File: config.mk
export PLATFORM = sky130hd
export DESIGN_NAME = next_pc_seq_flat
export DESIGN_NICKNAME = d
export VERILOG_FILES = /design/src/rtl/next_pc_seq_if.sv /design/src/rtl/next_pc_seq.sv /design/src/flat_wrapper.sv
export SDC_FILE = /design/constraint.sdc
export NUM_CORES = 1
export LEC_CHECK = 0
export CAP_MARGIN = 20
export CORE_MARGIN = 1
export CORE_UTILIZATION = 40
export CTS_CLUSTER_SIZE = 14
export DETAILED_ROUTE_END_ITERATION = 8
export PLACE_DENSITY = 0.74
export SLEW_MARGIN = 25
export SYNTH_ARGS = -nofsm -noshare
export SYNTH_HDL_FRONTEND = slang
export SYNTH_SLANG_ARGS = --single-unit
File: constraint.sdc
create_clock -name clk -period 6.9 [get_ports clk]
set_clock_uncertainty 0.05 [all_clocks]
set_input_delay 1.38 -clock clk [delete_from_list [all_inputs] [get_ports clk]]
set_output_delay 1.38 -clock clk [all_outputs]
set_load 0.02 [all_outputs]
File: src/rtl/next_pc_seq_if.sv
// Control and status bundle between the decode stage and the next-PC sequencer.
// Control is driven by master; the sequencer (slave) returns the PC and return-stack status.
interface next_pc_seq_if #(
    parameter int XLEN      = 32,
    parameter int RAS_DEPTH = 4
);
    localparam int CW = $clog2(RAS_DEPTH) + 1;

    logic            stall;
    logic            Beq;
    logic            Bne;
    logic            Zero;
    logic            Jump;
    logic            Jal;
    logic            Jr;
    logic [XLEN-1:0] branch_offset;
    logic [25:0]     jump_index;
    logic [XLEN-1:0] jr_target;
    logic [XLEN-1:0] pc;
    logic [XLEN-1:0] pc_plus4;
    logic            redirect;
    logic [CW-1:0]   ras_count;
    logic            ras_mismatch;

    modport master (
        output stall, Beq, Bne, Zero, Jump, Jal, Jr, branch_offset, jump_index, jr_target,
        input  pc, pc_plus4, redirect, ras_count, ras_mismatch
    );

    modport slave (
        input  stall, Beq, Bne, Zero, Jump, Jal, Jr, branch_offset, jump_index, jr_target,
        output pc, pc_plus4, redirect, ras_count, ras_mismatch
    );
endinterface

File: src/rtl/next_pc_seq.sv
// Next-PC sequencer with return-address-stack tracking; pc updates 1 cycle after selection.
// stall freezes pc and stack state. NEXT_PC_RAS_EN adds stack storage and the return-mismatch check.
module next_pc_seq #(
    parameter int              XLEN      = 32,
    parameter logic [XLEN-1:0] RESET_PC  = '0,
    parameter int              RAS_DEPTH = 4
) (
    input  logic         clk,
    input  logic         reset,
    next_pc_seq_if.slave io
);
    localparam int            CW       = $clog2(RAS_DEPTH) + 1;
    localparam int            PW       = $clog2(RAS_DEPTH);
    localparam logic [CW-1:0] RAS_FULL = CW'(RAS_DEPTH);

    logic [XLEN-1:0] pc_q, pc_d;
    logic [CW-1:0]   ras_count_q, ras_count_d;
    logic            ras_mismatch_q, ras_mismatch_d;

    logic            taken, jr_sel, jmp_sel, jal_sel;
    logic            push, pop, pop_req;
    logic [XLEN-1:0] pc_plus4, br_target, jmp_target;

    always_comb begin
        pc_plus4   = pc_q + XLEN'(4);
        br_target  = pc_plus4 + (io.branch_offset << 2);
        jmp_target = {pc_plus4[XLEN-1:28], io.jump_index, 2'b00};

        // Beq and Bne together cancel each other out.
        taken   = (io.Beq & ~io.Bne & io.Zero) | (io.Bne & ~io.Beq & ~io.Zero);
        jr_sel  = ~taken & io.Jr;
        jmp_sel = ~taken & ~io.Jr & (io.Jump | io.Jal);
        jal_sel = jmp_sel & io.Jal;

        pop_req = ~io.stall & jr_sel;
        pop     = pop_req & (ras_count_q != '0);
        push    = ~io.stall & jal_sel;

        pc_d = pc_q;
        if (!io.stall) begin
            if (taken)        pc_d = br_target;
            else if (jr_sel)  pc_d = io.jr_target;
            else if (jmp_sel) pc_d = jmp_target;
            else              pc_d = pc_plus4;
        end

        // A push into a full stack overwrites the oldest entry, so the count saturates.
        ras_count_d = ras_count_q;
        if (push) begin
            if (ras_count_q != RAS_FULL) ras_count_d = ras_count_q + CW'(1);
        end else if (pop) begin
            ras_count_d = ras_count_q - CW'(1);
        end
    end

`ifdef NEXT_PC_RAS_EN
    logic [PW-1:0]   ras_ptr_q, ras_ptr_d;
    logic [XLEN-1:0] ras_mem_q [RAS_DEPTH];
    logic [XLEN-1:0] ras_top;

    always_comb begin
        ras_top   = ras_mem_q[ras_ptr_q - PW'(1)];
        ras_ptr_d = ras_ptr_q;
        if (push)     ras_ptr_d = ras_ptr_q + PW'(1);
        else if (pop) ras_ptr_d = ras_ptr_q - PW'(1);
        ras_mismatch_d = pop_req & ((ras_count_q == '0) | (ras_top != io.jr_target));
    end

    always_ff @(posedge clk) begin
        if (reset) ras_ptr_q <= '0;
        else       ras_ptr_q <= ras_ptr_d;
    end

    // Entries need no reset: they are only read while ras_count is non-zero.
    always_ff @(posedge clk) begin
        if (!reset && push) ras_mem_q[ras_ptr_q] <= pc_plus4;
    end
`else
    always_comb ras_mismatch_d = 1'b0;
`endif

    always_ff @(posedge clk) begin
        if (reset) begin
            pc_q           <= RESET_PC;
            ras_count_q    <= '0;
            ras_mismatch_q <= 1'b0;
        end else begin
            pc_q           <= pc_d;
            ras_count_q    <= ras_count_d;
            ras_mismatch_q <= ras_mismatch_d;
        end
    end

    assign io.pc           = pc_q;
    assign io.pc_plus4     = pc_plus4;
    assign io.redirect     = ~io.stall & (taken | io.Jr | io.Jump | io.Jal);
    assign io.ras_count    = ras_count_q;
    assign io.ras_mismatch = ras_mismatch_q;
endmodule

File: src/flat_wrapper.sv
// flat-port wrapper written by rule: the top's interface ports become plain ports
module next_pc_seq_flat 
#(
    parameter int              XLEN      = 32,
    parameter logic [XLEN-1:0] RESET_PC  = '0,
    parameter int              RAS_DEPTH = 4
)
  (clk, reset, io_stall, io_Beq, io_Bne, io_Zero, io_Jump, io_Jal, io_Jr, io_branch_offset, io_jump_index, io_jr_target, io_pc, io_pc_plus4, io_redirect, io_ras_count, io_ras_mismatch);
  next_pc_seq_if #(.XLEN(XLEN), .RAS_DEPTH(RAS_DEPTH)) io_i ();
  input  logic clk;
  input  logic reset;
  input wire logic [$bits(io_i.stall)-1:0] io_stall;
  input wire logic [$bits(io_i.Beq)-1:0] io_Beq;
  input wire logic [$bits(io_i.Bne)-1:0] io_Bne;
  input wire logic [$bits(io_i.Zero)-1:0] io_Zero;
  input wire logic [$bits(io_i.Jump)-1:0] io_Jump;
  input wire logic [$bits(io_i.Jal)-1:0] io_Jal;
  input wire logic [$bits(io_i.Jr)-1:0] io_Jr;
  input wire logic [$bits(io_i.branch_offset)-1:0] io_branch_offset;
  input wire logic [$bits(io_i.jump_index)-1:0] io_jump_index;
  input wire logic [$bits(io_i.jr_target)-1:0] io_jr_target;
  output wire logic [$bits(io_i.pc)-1:0] io_pc;
  output wire logic [$bits(io_i.pc_plus4)-1:0] io_pc_plus4;
  output wire logic [$bits(io_i.redirect)-1:0] io_redirect;
  output wire logic [$bits(io_i.ras_count)-1:0] io_ras_count;
  output wire logic [$bits(io_i.ras_mismatch)-1:0] io_ras_mismatch;
  assign io_i.stall = io_stall;
  assign io_i.Beq = io_Beq;
  assign io_i.Bne = io_Bne;
  assign io_i.Zero = io_Zero;
  assign io_i.Jump = io_Jump;
  assign io_i.Jal = io_Jal;
  assign io_i.Jr = io_Jr;
  assign io_i.branch_offset = io_branch_offset;
  assign io_i.jump_index = io_jump_index;
  assign io_i.jr_target = io_jr_target;
  assign io_pc = io_i.pc;
  assign io_pc_plus4 = io_i.pc_plus4;
  assign io_redirect = io_i.redirect;
  assign io_ras_count = io_i.ras_count;
  assign io_ras_mismatch = io_i.ras_mismatch;
  next_pc_seq #(.XLEN(XLEN), .RESET_PC(RESET_PC), .RAS_DEPTH(RAS_DEPTH)) u_core (.clk(clk), .reset(reset), .io(io_i));
endmodule
# ---- After elaboration in Yosys (flattened, before gate mapping)
# Cells that the tools add are included.
# Widths: inputs -> output; s select.
dict set report classes {
  n_addsub 4
  eq_ne 2
  n_mux 6
  bitwise_logic 23
  reduce_logical 3
}
# operator n
set op_table {}
lappend op_table {{$mux 32} 2}
lappend op_table {{$add 32x3->32 const B} 1}
lappend op_table {{$add 32x32->32} 1}
lappend op_table {{$mux 28} 1}
lappend op_table {{$and 1x1->1} 12}
lappend op_table {{$mux 3} 3}
lappend op_table {{$not 1->1} 6}
lappend op_table {{$or 1x1->1} 5}
lappend op_table {{$add 3x1->3 const B} 1}
lappend op_table {{$ne 3x3->1 const B} 1}
lappend op_table {{$reduce_bool 3->1} 1}
lappend op_table {{$sub 3x1->3 const B} 1}
lappend op_table {{$ne 2x2->1 const B} 1}
lappend op_table {{$reduce_and 2->1} 1}
lappend op_table {{$reduce_bool 2->1} 1}
dict set report word_totals {
  register_bits 35
  inputBits 99
  output_inout_bits 69
  word_cells 40
}

# ---- Longest topological paths before layout
dict set report logic_depth {
  ltp_word 11
  ltp_mapped 17
  mapped_depth_nobuf 15
}

# ---- Least setup slack after synthesis
# OpenSTA, ideal clock, no wires.
dict set report synth_path {
  path_kind {register to register}
  start {register u_core.pc_q[2] (netlist: u_core.io.pc[2])}
  end {register u_core.pc_q[29] (netlist: u_core.io.pc[29])}
  setup_ns 0.125
  arrival_time_ns 3.851
  required_time_ns 6.725
  setup_slack_ns 2.874
  stages_incl_launch_ff 18
  path_buffers 2
  period_less_slack_ns 4.026
  path_cell_list {dfxtp_1 ha_1 nand3_2 or3_1 buf_6 nor2_1 nand2_1 xnor2_1 ha_1 clkbuf_1 a211oi_1 nand2_1 o21ai_0 a31o_2 a31oi_1 a21boi_0 nor4b_1 o41a_1}
}
dict set report synth_via {
  elab_chain_len 3
  elab_cells_between_ends 4
  cone_classes {add/sub: 2; mux: 2}
}
# element line_no
set synth_rtl {}
lappend synth_rtl {{start, declared} next_pc_seq.sv:16} ;# logic [XLEN-1:0] pc_q, pc_d;
lappend synth_rtl {{start signal, assigned} next_pc_seq.sv:88} ;# pc_q <= pc_d;
lappend synth_rtl {{$add 32x3->32} next_pc_seq.sv:25} ;# pc_plus4 = pc_q + XLEN'(4);
lappend synth_rtl {{net io_pc_plus4[22]} flat_wrapper.sv:23} ;# output wire logic [$bits(io_i.pc_plus4)-1:0] io_pc_plus4;
lappend synth_rtl {{$add 32x32->32} next_pc_seq.sv:26} ;# br_target = pc_plus4 + (io.branch_offset << 2);
lappend synth_rtl {{$mux 32} next_pc_seq.sv:41} ;# if (taken) pc_d = br_target;
# The timed path passes the listed nets, and every way through them passes these cells.
# A chain may end at the register's enable or synchronous reset.

# ---- Worst setup path after layout
dict set report layout_path {
  start {input port io_Jal}
  end {output port io_redirect}
}
dict set report layout_via {
  elab_chain_len 2
}
# element line_no
set layout_rtl {}
lappend layout_rtl {{start, declared} flat_wrapper.sv:17} ;# input wire logic [$bits(io_i.Jal)-1:0] io_Jal;
lappend layout_rtl {{$or 1x1->1} next_pc_seq.sv:96} ;# assign io.redirect = ~io.stall & (taken | io.Jr | io.Jump | io.Jal);
lappend layout_rtl {{$and 1x1->1} next_pc_seq.sv:96}
lappend layout_rtl {{end, declared} flat_wrapper.sv:24} ;# output wire logic [$bits(io_i.redirect)-1:0] io_redirect;
# Every way passes these cells.

==> impl_metrics.py <==
metrics = {
    "clock_network": {
        "clk_pin_slew_ns": 0.07,
        "cts_tree": "built",
        "htreeDepth": 2,
        "post_cts_buffers": 0,
        "clock_latency_ns": 0.29,
        "cts_resized": 0,
        "cts_root_buf": "clkbuf_8",
        "cts_sinks": 35,
        "cts_buffers": 5,
        "clock_path_buffers": 2,
        "cts_hold_buffers": 0,
    },
    "timing": {
        "drv_slew": 0,
        "min_period_ns": 5.161,
        "finalSetupTns_ns": 0,
        "slew_headroom": 0.3685,
        "tightest_slew_ns": 0.9442,
        "setup_viol": 0,
        "rsz0062_at_grt": "no",
        "max_freq_ghz": 0.1938,
        "hold_viol": 0,
        "min_period_over_period": 0.7480,
    },
    "floorplan": {
        "start_util": 0.4174,
        "die_w_um": 106.5,
        "pin_count": 168,
        "placement_rows": 37,
        "fp.dieH_um": 106.5,
        "die_area_sq_um": 11340,
        "core_sq_um": 10460,
    },
    "synthesis": {
        "synth_warnings": 0,
        "yosys.area.top_type": "dfxtp_1",
        "netlist_area_sq_um": 4367,
        "syn_inst": 605,
        "netlist_top_cells_area": "dfxtp_1 (16%), ha_1 (10%), xnor2_1 (6.6%)",
        "syn_avg_cell_area_sq_um": 7.218,
        "syn_nets": 742,
        "synth.most_common_cell": "nor2_1",
        "ys.flop_type": "dfxtp_1",
        "synth.distinct_cells": 62,
        "ys_ff_latch": 35,
        "synth_edf_count": 0,
        "synthArstFlopShare": 0,
        "yosys-top-cells-count": "nor2_1 (65), nand2_1 (63), a21oi_1 (53), ha_1 (36)",
        "synth_top_area_share": 0.1605,
        "ys_seq_area_frac": 0.1605,
    },
    "routing": {
        "viasPerCell": 5.932,
        "dr.pass1.iters": 5,
        "dr.first_iter.drc_count": 322,
        "wl_mm": 15.96,
        "drc": 0,
        "ant_nets": 0,
        "via_count": 5238,
        "drt-wirelength-per-cell_um": 18.07,
    },
    "setup_path": {
        "r2r_cells": 14,
        "slowest_stage": "nor3_1",
        "cp_common_cell": "clkdlybuf4s50_1",
        "cp_data_arrival_time_ns": 3.73,
        "rrSetupSlack_ns": 2.28,
        "r2r_end": "u_core.io.pc[28]",
        "critPathBufInv": 2,
        "max_stage_delay_ns": 0.66,
        "cp_data_required_time_ns": 5.47,
        "worstSetupPathType": "in -> out",
        "crit_chain": "clkdlybuf4s50_1 -> or2_2 -> nor3_1 -> nor2_1 -> clkdlybuf4s50_1",
        "startpoint": "io_Jal",
        "cp-start-kind": "input pin",
        "critical-path-top-delay-family": "simple AND/OR/NAND/NOR gates",
        "cp-end-kind": "primary output",
        "r2r-start": "u_core.io.pc[2]",
        "path_max_fanout": 24,
    },
    "layout": {
        "n_fill_cell": 1014,
        "final_nets": 883,
        "antenna_cells": 0,
        "drive_gt1_frac": 0.03882,
        "synthToLayoutAreaGrowth_pct": 41.29,
        "fin_util": 0.5897,
    },
    "place": {
        "hpwl_mm": 12.06,
        "gp_congestion": 0.9366,
        "port_buffers": 164,
    },
    "pwr": {
        "leakagePower_nw": 2.454,
        "vdd_drop_max_mv": 0.08373,
        "power_uw": 899.8,
        "p_per_area_nw_per_um2": 145.8,
    },
    "flow_run": {
        "maxCapViolations": 0,
    },
    "outcome": {
        "status": "completed",
    },
    "hold_path": {
        "hold_depth": 2,
        "min_to": "u_core.io.pc[1]",
        "hp-start": "u_core.io.pc[1]",
        "hp-class": "reg -> reg",
    },
    "global_routing": {
        "antenna_found_initial": 0,
        "grt_max_degree": 56,
        "grt_first_pass_wirelength_mm": 25.21,
        "grt-busiest-layer": "met2",
        "use_met2": 0.4638,
        "grt_pass1_vias": 5022,
        "grt-ovfl-total": 0,
        "grt_util_all_layers": 0.2793,
        "use_met1": 0.3822,
        "met3_usage": 0.03127,
    },
}
## state kept, by name (all words and copies together) (netlist names)
register,flops
u_core.io.ras_count,3
u_core.io.pc,32
## final cells by class
cell class,instances,area [sq um],share of cell area
multi-input cells,516,3450,0.5591
clock buffers,8,100.1,0.01622
inverters,18,67.56,0.01095
flip-flops and latches,35,700.7,0.1136
repair buffers,170,1682,0.2726
well taps,136,170.2,0.02758
## kinds of logic after synthesis
| logic type | share of synthesized area |
|---|---|
| xor+xnor | 0.1080 |
| simple gates | 0.2493 |
| flops | 0.1605 |
| compound gates | 0.2854 |
| mux | 0.03267 |
| buf+inv | 0.05100 |
| other cells | 0.0008588 |
| fa+ha+maj | 0.1123 |
## routing by layer
metal,vias to the layer above,share of wire
met3,24,0.076
met2,255,0.46
met4,0,0.017
li1,2511,-
met5,-,0
met1,2448,0.45
## worst reg2reg max path, cell delays in order, from the launching register on
cell and delay, ns:
dfxtp_1 0.46, ha_1 0.25, nand3_2 0.16, or3_1 0.60, nor2_1 0.22, xnor2_1 0.14, ha_1 0.41, a21oi_1 0.16
nand3b_1 0.13, a211oi_1 0.12, or4_4 0.55, a2111oi_0 0.67, o21ai_0 0.18, a311oi_1 0.30, nor3_1 0.09
## power breakdown
group          internal (mW)  switching (mW)
combinational          0.227           0.260
sequential             0.219          0.0273
clock                 0.0912          0.0760
total                  0.537           0.363
## worst max path at each step
stage,end,slack (ns),cells past startpoint
after global routing,io_redirect,1.68,5
final,io_redirect,1.74,5
after detailed placement,io_redirect,1.77,5
after global placement,io_redirect,1.82,5
after floorplan,u_core.io.pc[29],2.87,17
after CTS,io_redirect,1.77,5
## cell usage in the layout (no fill, tap or decap), types with 15 or more instances in the layout
cell type and count:
ha_1 36, nand3_1 16, nand2_1 63, a21o_1 15, xor2_1 19, a21oi_1 52, xnor2_1 33, a211oi_1 16
inv_1 18, o21ai_0 35, clkdlybuf4s50_1 163, nor2_1 64, dfxtp_1 35
## stage by stage
step / hold WS [ns] / setup WS, ns / instances / area [sq um]
after floorplan: 0.5223 / 2.874 / 605 / 4367
after global placement: 0.4434 / 1.823 / 875 / 6070
after detailed placement: 0.4568 / 1.769 / 875 / 6070
after CTS: 0.4771 / 1.769 / 883 / 6170
after global routing: 0.4988 / 1.679 / 883 / 6170
final: 0.4679 / 1.739 / 883 / 6170
No activity file was read; power rests on OpenSTA's default activity.
